## config.mk

```make
export PLATFORM = sky130hd
export DESIGN_NAME = hex_entry
export DESIGN_NICKNAME = d
export VERILOG_FILES = /design/src/rtl/hex_entry_pkg.sv /design/src/rtl/key_debounce.sv /design/src/rtl/hex_entry.sv
export SDC_FILE = /design/constraint.sdc
export NUM_CORES = 1
export LEC_CHECK = 0
export ABC_CLOCK_PERIOD_IN_PS = 4250
export CORE_ASPECT_RATIO = 0.9
export CORE_MARGIN = 1
export CORE_UTILIZATION = 50
export DETAILED_ROUTE_END_ITERATION = 7
export DONT_BUFFER_PORTS = 1
export PLACE_DENSITY = 0.74
export SKIP_LAST_GASP = 1
export SLEW_MARGIN = 40
export SYNTH_ARGS = -nofsm -noshare
export SYNTH_HDL_FRONTEND = slang
export SYNTH_SLANG_ARGS = --single-unit
```

## constraint.sdc

```tcl
create_clock -name clk -period 4.25 [get_ports clk]
set_input_delay 1.0625 -clock clk [delete_from_list [all_inputs] [get_ports clk]]
set_output_delay 1.0625 -clock clk [all_outputs]
set_load 0.05 [all_outputs]
```

## src/rtl/hex_entry_pkg.sv

```systemverilog
// Shared types and constants for the hex digit entry block.
package hex_entry_pkg;
  localparam int NIBBLE_W = 4;

  typedef enum logic [1:0] {
    IDLE,
    ENTRY,
    HOLD
  } state_t;
endpackage

```

## src/rtl/key_debounce.sv

```systemverilog
// Conditions one raw active-low pushbutton: 2-flop synchronizer, stability
// counter, and a single-cycle strobe on the debounced press (1->0) edge.
module key_debounce #(
  parameter int DEBOUNCE_CYCLES = 250000
) (
  input  logic clk,
  input  logic reset,
  input  logic key_n,
  output logic level,
  output logic press
);
  localparam int CW = $clog2(DEBOUNCE_CYCLES + 1);

  logic          sync1, sync2;
  logic [CW-1:0] cnt;

  // Bring the asynchronous key into the clk domain; idle level is released (1).
  always_ff @(posedge clk) begin
    if (reset) begin
      sync1 <= 1'b1;
      sync2 <= 1'b1;
    end else begin
      sync1 <= key_n;
      sync2 <= sync1;
    end
  end

  // Accept a new level only after it has differed for DEBOUNCE_CYCLES cycles;
  // the strobe is registered so it lines up with the level flip.
  always_ff @(posedge clk) begin
    if (reset) begin
      level <= 1'b1;
      cnt   <= '0;
      press <= 1'b0;
    end else begin
      press <= 1'b0;
      if (sync2 == level) begin
        cnt <= '0;
      end else if (cnt == CW'(DEBOUNCE_CYCLES - 1)) begin
        level <= sync2;
        cnt   <= '0;
        press <= ~sync2;
      end else begin
        cnt <= cnt + CW'(1);
      end
    end
  end
endmodule

```

## src/rtl/hex_entry.sv

```systemverilog
// Operator hex entry: digits shift in on ENTER, COMMIT presents the word to a
// downstream consumer over valid/ready, held until accepted.
module hex_entry
  import hex_entry_pkg::*;
#(
  parameter int DIGITS          = 4,
  parameter int DEBOUNCE_CYCLES = 250000
) (
  input  logic                         clk,
  input  logic                         reset,
  input  logic [NIBBLE_W-1:0]          nibble_in,
  input  logic                         key_enter_n,
  input  logic                         key_commit_n,
  output logic [NIBBLE_W*DIGITS-1:0]   value_out,
  output logic                         value_valid,
  input  logic                         value_ready,
  output logic [$clog2(DIGITS+1)-1:0]  digit_count,
  output logic [NIBBLE_W*DIGITS-1:0]   entry_digits,
  output logic                         busy
);
  localparam int W  = NIBBLE_W * DIGITS;
  localparam int CW = $clog2(DIGITS + 1);

  logic enter_strobe, commit_strobe;
  logic unused_enter_level, unused_commit_level;

  key_debounce #(.DEBOUNCE_CYCLES(DEBOUNCE_CYCLES)) u_enter (
    .clk   (clk),
    .reset (reset),
    .key_n (key_enter_n),
    .level (unused_enter_level),
    .press (enter_strobe)
  );

  key_debounce #(.DEBOUNCE_CYCLES(DEBOUNCE_CYCLES)) u_commit (
    .clk   (clk),
    .reset (reset),
    .key_n (key_commit_n),
    .level (unused_commit_level),
    .press (commit_strobe)
  );

  state_t         state_q, state_d;
  logic [W-1:0]   shift_q, shift_d;
  logic [W-1:0]   value_q, value_d;
  logic [CW-1:0]  count_q, count_d;
  logic [W-1:0]   shifted;
  logic [CW-1:0]  count_inc;

  // Shift-in result and saturating count, shared by the ENTRY paths.
  assign shifted   = (shift_q << NIBBLE_W) | W'(nibble_in);
  assign count_inc = (count_q == CW'(DIGITS)) ? count_q : count_q + CW'(1);

  // Next-state and datapath: an ENTER in the same cycle as COMMIT is applied
  // first so the committed word includes the new digit.
  always_comb begin
    state_d = state_q;
    shift_d = shift_q;
    count_d = count_q;
    value_d = value_q;
    case (state_q)
      IDLE: begin
        if (enter_strobe) begin
          shift_d = W'(nibble_in);
          count_d = CW'(1);
          if (commit_strobe) begin
            value_d = W'(nibble_in);
            state_d = HOLD;
          end else begin
            state_d = ENTRY;
          end
        end
      end
      ENTRY: begin
        if (enter_strobe) begin
          shift_d = shifted;
          count_d = count_inc;
        end
        if (commit_strobe) begin
          value_d = enter_strobe ? shifted : shift_q;
          state_d = HOLD;
        end
      end
      HOLD: begin
        // Keys are ignored while the word waits; value_out survives acceptance.
        if (value_ready) begin
          shift_d = '0;
          count_d = '0;
          state_d = IDLE;
        end
      end
      default: state_d = IDLE;
    endcase
  end

  // State and datapath registers.
  always_ff @(posedge clk) begin
    if (reset) begin
      state_q <= IDLE;
      shift_q <= '0;
      count_q <= '0;
      value_q <= '0;
    end else begin
      state_q <= state_d;
      shift_q <= shift_d;
      count_q <= count_d;
      value_q <= value_d;
    end
  end

  assign value_out    = value_q;
  assign value_valid  = (state_q == HOLD);
  assign busy         = (state_q == HOLD);
  assign digit_count  = count_q;
  assign entry_digits = shift_q;
endmodule

```

==> results.json, run 1 <==
{
  "ctsHoldBuffers": 0,
  "yosys_warnings": 0,
  "fin_nets": 433,
  "syn_nets": 441,
  "crit_buf_inv": 1,
  "pre_cts_slack_ns": 1.872,
  "cts_resized": 0,
  "crit_chain": "inv_1 -> ha_2 -> nor2b_1 -> or3_1 -> o21ai_0 -> a21oi_1",
  "synthArstFlopShare": 0,
  "ys_ff_latch": 81,
  "first_iter_violations": 131,
  "cts_setup_buffers": 0,
  "vias_per_cell": 5.508,
  "initial_core_util": 0.5227,
  "startpoint_type": "flop",
  "overflow": 0,
  "drc": 0,
  "required_ns": 4.53,
  "io_buffers": 0,
  "ys_seq_area_frac": 0.4362,
  "path_clk_slew_ns": 0.08,
  "grt_pass1_wl_um": 12660,
  "post_drt_wl_per_cell_um": 13.94,
  "syn_area_per_cell_um2": 8.767,
  "vdd_drop_max_mv": 0.2500,
  "track_usage": 0.2007,
  "dieArea_mm2": 0.007784,
  "vias": 2831,
  "htreeDepth": 3,
  "die_w_um": 92.89,
  "clock_path_buffers": 2,
  "finalSetupViolations": 0,
  "fin_ws_ns": 1.804,
  "rows": 29,
  "clock_sinks": 81,
  "cts_tree": "built",
  "slew_viol_final": 0,
  "synthCells": 424,
  "cts_buffers": 9,
  "tightestPinTransition_ns": 0.7207,
  "cts_root_buffer": "clkbuf_8",
  "clock_latency_ns": 0.34,
  "power_density_mw_per_mm2": 356.8,
  "worstSetupPathType": "reg -> reg",
  "placed_cell_area_mm2": 0.003781,
  "finalPower_uw": 1422,
  "worst_hold_slack_ns": 0.4150,
  "skew_ns": 0.009290,
  "crit_fanout": 16,
  "drtPass1Iterations": 4,
  "area_delta_synth_final_pct": 7.237,
  "critPathArrivalTime_ns": 2.73,
  "antenna_found_initial": 0,
  "fmax_mhz": 408.9,
  "relSlewSlack": 0.5195,
  "netlist_area_mm2": 0.003717,
  "period_minus_slack_ns": 2.446,
  "power.leakage_uw": 0.001162,
  "final_layout_size_suffix_gt1_frac": 0.08789,
  "drv_cap": 0,
  "ys_types": 41,
  "fin_area_mm2": 0.003986,
  "ioPinCount": 46,
  "grt_max_degree": 48,
  "rsz0062_at_grt": "false",
  "critPathMaxStageDelay_ns": 0.55,
  "die_h_um": 83.80,
  "place_congestion": 0.7809,
  "synth-edff-count": 0,
  "place_hpwl_um": 4883,
  "setup_tns_ns": 0,
  "period_share": 0.5755,
  "grt_pass1_vias": 2756,
  "cp-end-kind": "flop",
  "finalWirelength_um": 7163,
  "cp_slowest_cell": "ha_2",
  "num_antenna_cells": 0,
  "final_hold_viol_count": 0,
  "ys.flop_type": "dfxtp_1",
  "final_antenna_net_count": 0,
  "core_area_mm2": 0.007112,
  "cp_top_family": "simple AND/OR/NAND/NOR gates",
  "outcome": "finished clean",
  "hp-class": "reg -> reg"
}
## layer usage
layer  up-vias  routed length (um)  part of all wire  GRT usage
met5         -                   0                 0          0
li1       1449                   -                 -          -
met2        51                3235              0.45     0.3115
met1      1320                3477              0.49     0.2632
met4         0                  89             0.012    0.05315
met3        11                 361             0.050    0.07286
## cell type report
| type | instances | area, um^2 |
|---|---|---|
| Timing Repair Buffer | 1 | 7.507 |
| Tap cell | 93 | 116.4 |
| Multi-Input combinational cell | 309 | 1983 |
| Sequential cell | 81 | 1622 |
| Fill cell | 642 | 3126 |
| Inverter | 14 | 52.55 |
| Clock inverter | 6 | 67.56 |
| Clock buffer | 10 | 137.6 |
## metrics by stage
stage                     utilization  instances
after floorplan                     -        424
after global placement         0.5283        498
after detailed placement       0.5317        498
after CTS                      0.5605        514
after global routing           0.5605        514
final                          0.5605        514
## worst register-to-register path: cells and delay by family (launching register included)
family / cells / cell delay (ns)
fa+ha+maj: 1 / 0.55
buf+inv: 1 / 0.09
simple gates: 2 / 1.02
flops: 1 / 0.34
compound gates: 2 / 0.37
## cell families (layout without fill, tap and decap cells)
| group | count (synthesis) | count (layout) | synth area share |
|---|---|---|---|
| xor gates and xnor gates | 29 | 29 | 0.06833 |
| and+or+nand+nor | 192 | 192 | 0.2622 |
| AOI/OAI and AO/OA | 48 | 48 | 0.08281 |
| buffers and inverters | 34 | 31 | 0.03736 |
| adders and majority gates | 8 | 8 | 0.02693 |
| DFF | 81 | 81 | 0.4362 |
| muxes | 32 | 32 | 0.08617 |
## Yosys cell counts (8+ instances only)
cell type	n	area, um^2
clkbuf_1	13	48.80
mux2i_1	32	320.3
nand3_1	23	115.1
nor2_1	67	251.5
dfxtp_1	81	1622
xnor2_1	27	236.5
nor4_1	11	68.82
nand2_1	25	93.84
nand4_1	11	68.82
nor3_1	10	50.05
a21oi_1	22	110.1
nor2b_1	18	112.6
ha_1	8	100.1
inv_1	14	52.55
## final timing paths
check	start	cells past startpoint	slack, ns	to
max	state_q[0]	6	1.80	entry_digits[2]
min	u_enter.sync1	1	0.42	u_enter.sync2
max reg2reg	state_q[0]	6	1.80	entry_digits[2]
min reg2reg	u_enter.sync1	1	0.42	u_enter.sync2
## cell usage in the layout, fill, tap and decap left out, types with 5 or more instances in the layout
| cell type | instances |
|---|---|
| dfxtp_1 | 81 |
| nor2_1 | 67 |
| mux2i_1 | 32 |
| xnor2_1 | 27 |
| nand2_1 | 25 |
| nand3_1 | 23 |
| a21oi_1 | 22 |
| nor2b_1 | 17 |
| inv_1 | 14 |
| nand4_1 | 11 |
| nor4_1 | 11 |
| nor3_1 | 10 |
| clkbuf_8 | 10 |
| o21ai_0 | 6 |
| ha_1 | 6 |
| and3_1 | 5 |
| or2_2 | 5 |
## sequential cells by signal, summed over array words and instances, names as in the netlist
signal / cells
u_enter.press: 1
state_q: 2
u_commit.sync1: 1
u_commit.level: 1
u_enter.sync2: 1
u_commit.sync2: 1
u_enter.cnt: 18
entry_digits: 16
u_enter.level: 1
value_out: 16
digit_count: 3
u_enter.sync1: 1
u_commit.cnt: 18
u_commit.press: 1
## power by group
part | switching, uW | leakage (uW) | internal (uW)
combinational | 40.3 | 0.000410 | 24.3
sequential | 24.1 | 0.000654 | 766
clock | 280 | 0.0000985 | 288
total | 344 | 0.00116 | 1080
Note: power is estimated with default switching activity, not from simulation.
==> run 2, diff against run 1 <==
--- a/config.mk
+++ b/config.mk
@@ -5,7 +5,7 @@
 export SDC_FILE = /design/constraint.sdc
 export NUM_CORES = 1
 export LEC_CHECK = 0
-export ABC_CLOCK_PERIOD_IN_PS = 4250
+export ABC_CLOCK_PERIOD_IN_PS = 2500
 export CORE_ASPECT_RATIO = 0.9
 export CORE_MARGIN = 1
 export CORE_UTILIZATION = 50
==> constraint.sdc (replaced) <==
create_clock -name clk -period 2.5 [get_ports clk]
set_input_delay 0.625 -clock clk [delete_from_list [all_inputs] [get_ports clk]]
set_output_delay 0.625 -clock clk [all_outputs]
set_load 0.05 [all_outputs]
==> run 2 against run 1 <==
Worst setup slack worse by 1.3 ns. Flip-flop and latch count unchanged. Critical path depth unchanged. Maximum frequency up 20%. Critical path type unchanged.
==> results.json, run 2 (synthesis gave the netlist of run 1 again) <==
{
  "multi_input_area_mm2": 0.001959,
  "ioPinCount": 46,
  "finalWirelength_um": 7296,
  "tightestPinTransition_ns": 0.6392,
  "cp_top_family": "simple AND/OR/NAND/NOR gates",
  "dp_cells": 507,
  "cts_tree": "built",
  "htreeDepth": 3,
  "core_area_mm2": 0.007112,
  "drv_cap": 0,
  "place_congestion": 0.7920,
  "relSlewSlack": 0.5733,
  "grt_pass1_vias": 2727,
  "finalSetupViolations": 0,
  "vdd_drop_max_mv": 0.4692,
  "power_density_mw_per_mm2": 595.7,
  "critPathMaxStageDelay_ns": 0.61,
  "crit_fanout": 16,
  "worstSetupPathType": "reg -> reg",
  "hp-class": "in -> reg",
  "first_iter_violations": 186,
  "io_buffers": 0,
  "rows": 29,
  "pre_cts_slack_ns": 0.4787,
  "grt_max_degree": 48,
  "die_h_um": 83.80,
  "drtPass1Iterations": 5,
  "fin_cells": 523,
  "post_drt_wl_per_cell_um": 13.95,
  "clock_path_buffers": 2,
  "num-fill-cells": 650,
  "area_delta_synth_final_pct": 8.179,
  "fin_ws_ns": 0.4591,
  "cts_resized": 0,
  "final_common_cell": "dfxtp_1",
  "initial_core_util": 0.5227,
  "cts_root_buffer": "clkbuf_8",
  "final_antenna_net_count": 0,
  "top_regs": "u_commit.cnt x18, u_enter.cnt x18",
  "final_core_util": 0.5654,
  "cts_setup_buffers": 0,
  "cp_slowest_cell": "or3_1",
  "drc": 0,
  "fin_area_mm2": 0.004021,
  "track_usage": 0.1975,
  "grt_pass1_wl_um": 12390,
  "cp-end-kind": "flop",
  "power.leakage_uw": 0.001212,
  "setup_tns_ns": 0,
  "final_hold_viol_count": 0,
  "vias_per_cell": 5.476,
  "fin_nets": 442,
  "cts_buffers": 9,
  "clock_sinks": 81,
  "place_hpwl_um": 5029,
  "vias": 2864,
  "ctsHoldBuffers": 0,
  "clock_latency_ns": 0.34,
  "die_w_um": 92.89,
  "slew_viol_final": 0,
  "outcome": "finished clean",
  "rsz0062_at_grt": "false",
  "crit_chain": "inv_1 -> ha_1 -> nor2b_1 -> or3_1 -> a221oi_1 -> nor3_1",
  "mostFrequentLayoutCells": "dfxtp_1 (81), nor2_1 (67), mux2i_1 (32)",
  "overflow": 0,
  "period_share": 0.8164,
  "startpoint_type": "flop",
  "crit_buf_inv": 1,
  "skew_ns": 0.007556,
  "fmax_mhz": 490.0,
  "required_ns": 2.73,
  "num_antenna_cells": 0,
  "antenna_found_initial": 0,
  "final_layout_size_suffix_gt1_frac": 0.09535,
  "path_clk_slew_ns": 0.08,
  "dieArea_mm2": 0.007784,
  "placed_cell_area_mm2": 0.003825,
  "critPathArrivalTime_ns": 2.27,
  "regArea_mm2": 0.001622,
  "period_minus_slack_ns": 2.041
}
-- run 2: worst paths after layout --
kind | start | slack, ns | cells after the start | to
hold reg to reg | u_enter.sync1 | 0.41 | 1 | u_enter.sync2
setup reg to reg | state_q[0] | 0.46 | 6 | entry_digits[0]
setup / recovery | state_q[0] | 0.46 | 6 | entry_digits[0]
hold / removal | reset | 0.36 | 1 | value_out[15]
-- run 2: worst register-to-register path: stages (launching register included) --
cell and delay (ns):
dfxtp_1 0.38, inv_1 0.09, ha_1 0.24, nor2b_1 0.19, or3_1 0.61, a221oi_1 0.34
nor3_1 0.09
-- run 2: per-layer routing --
metal  vias to the layer above  share of wire  track usage
met2                        50           0.46       0.2988
met5                         -              0            0
met1                      1337           0.48       0.2641
li1                       1468              -            -
met4                         0          0.014      0.06993
met3                         9          0.051      0.06193
-- run 2: power breakdown --
part	switching (uW)	internal [uW]
Combinational	78.9	46.4
Sequential	34.2	1300
Clock	449	486
-- run 2: cell type report --
| cell class | count | area share |
|---|---|---|
| clock buffers | 11 | 0.03516 |
| flip-flops and latches | 81 | 0.4032 |
| repair buffers | 10 | 0.01867 |
| clock inverters | 5 | 0.01369 |
| multi-input cells | 309 | 0.4872 |
| well taps | 93 | 0.02894 |
| inverters | 14 | 0.01307 |
-- run 2: metrics by stage --
step | hold slack (ns) | total power, uW
after floorplan | 0.3895 | 1468
after global placement | 0.3923 | 1486
after detailed placement | 0.3934 | 1490
after CTS | 0.3233 | 2430
after global routing | 0.3176 | 2498
final | 0.3641 | 2396
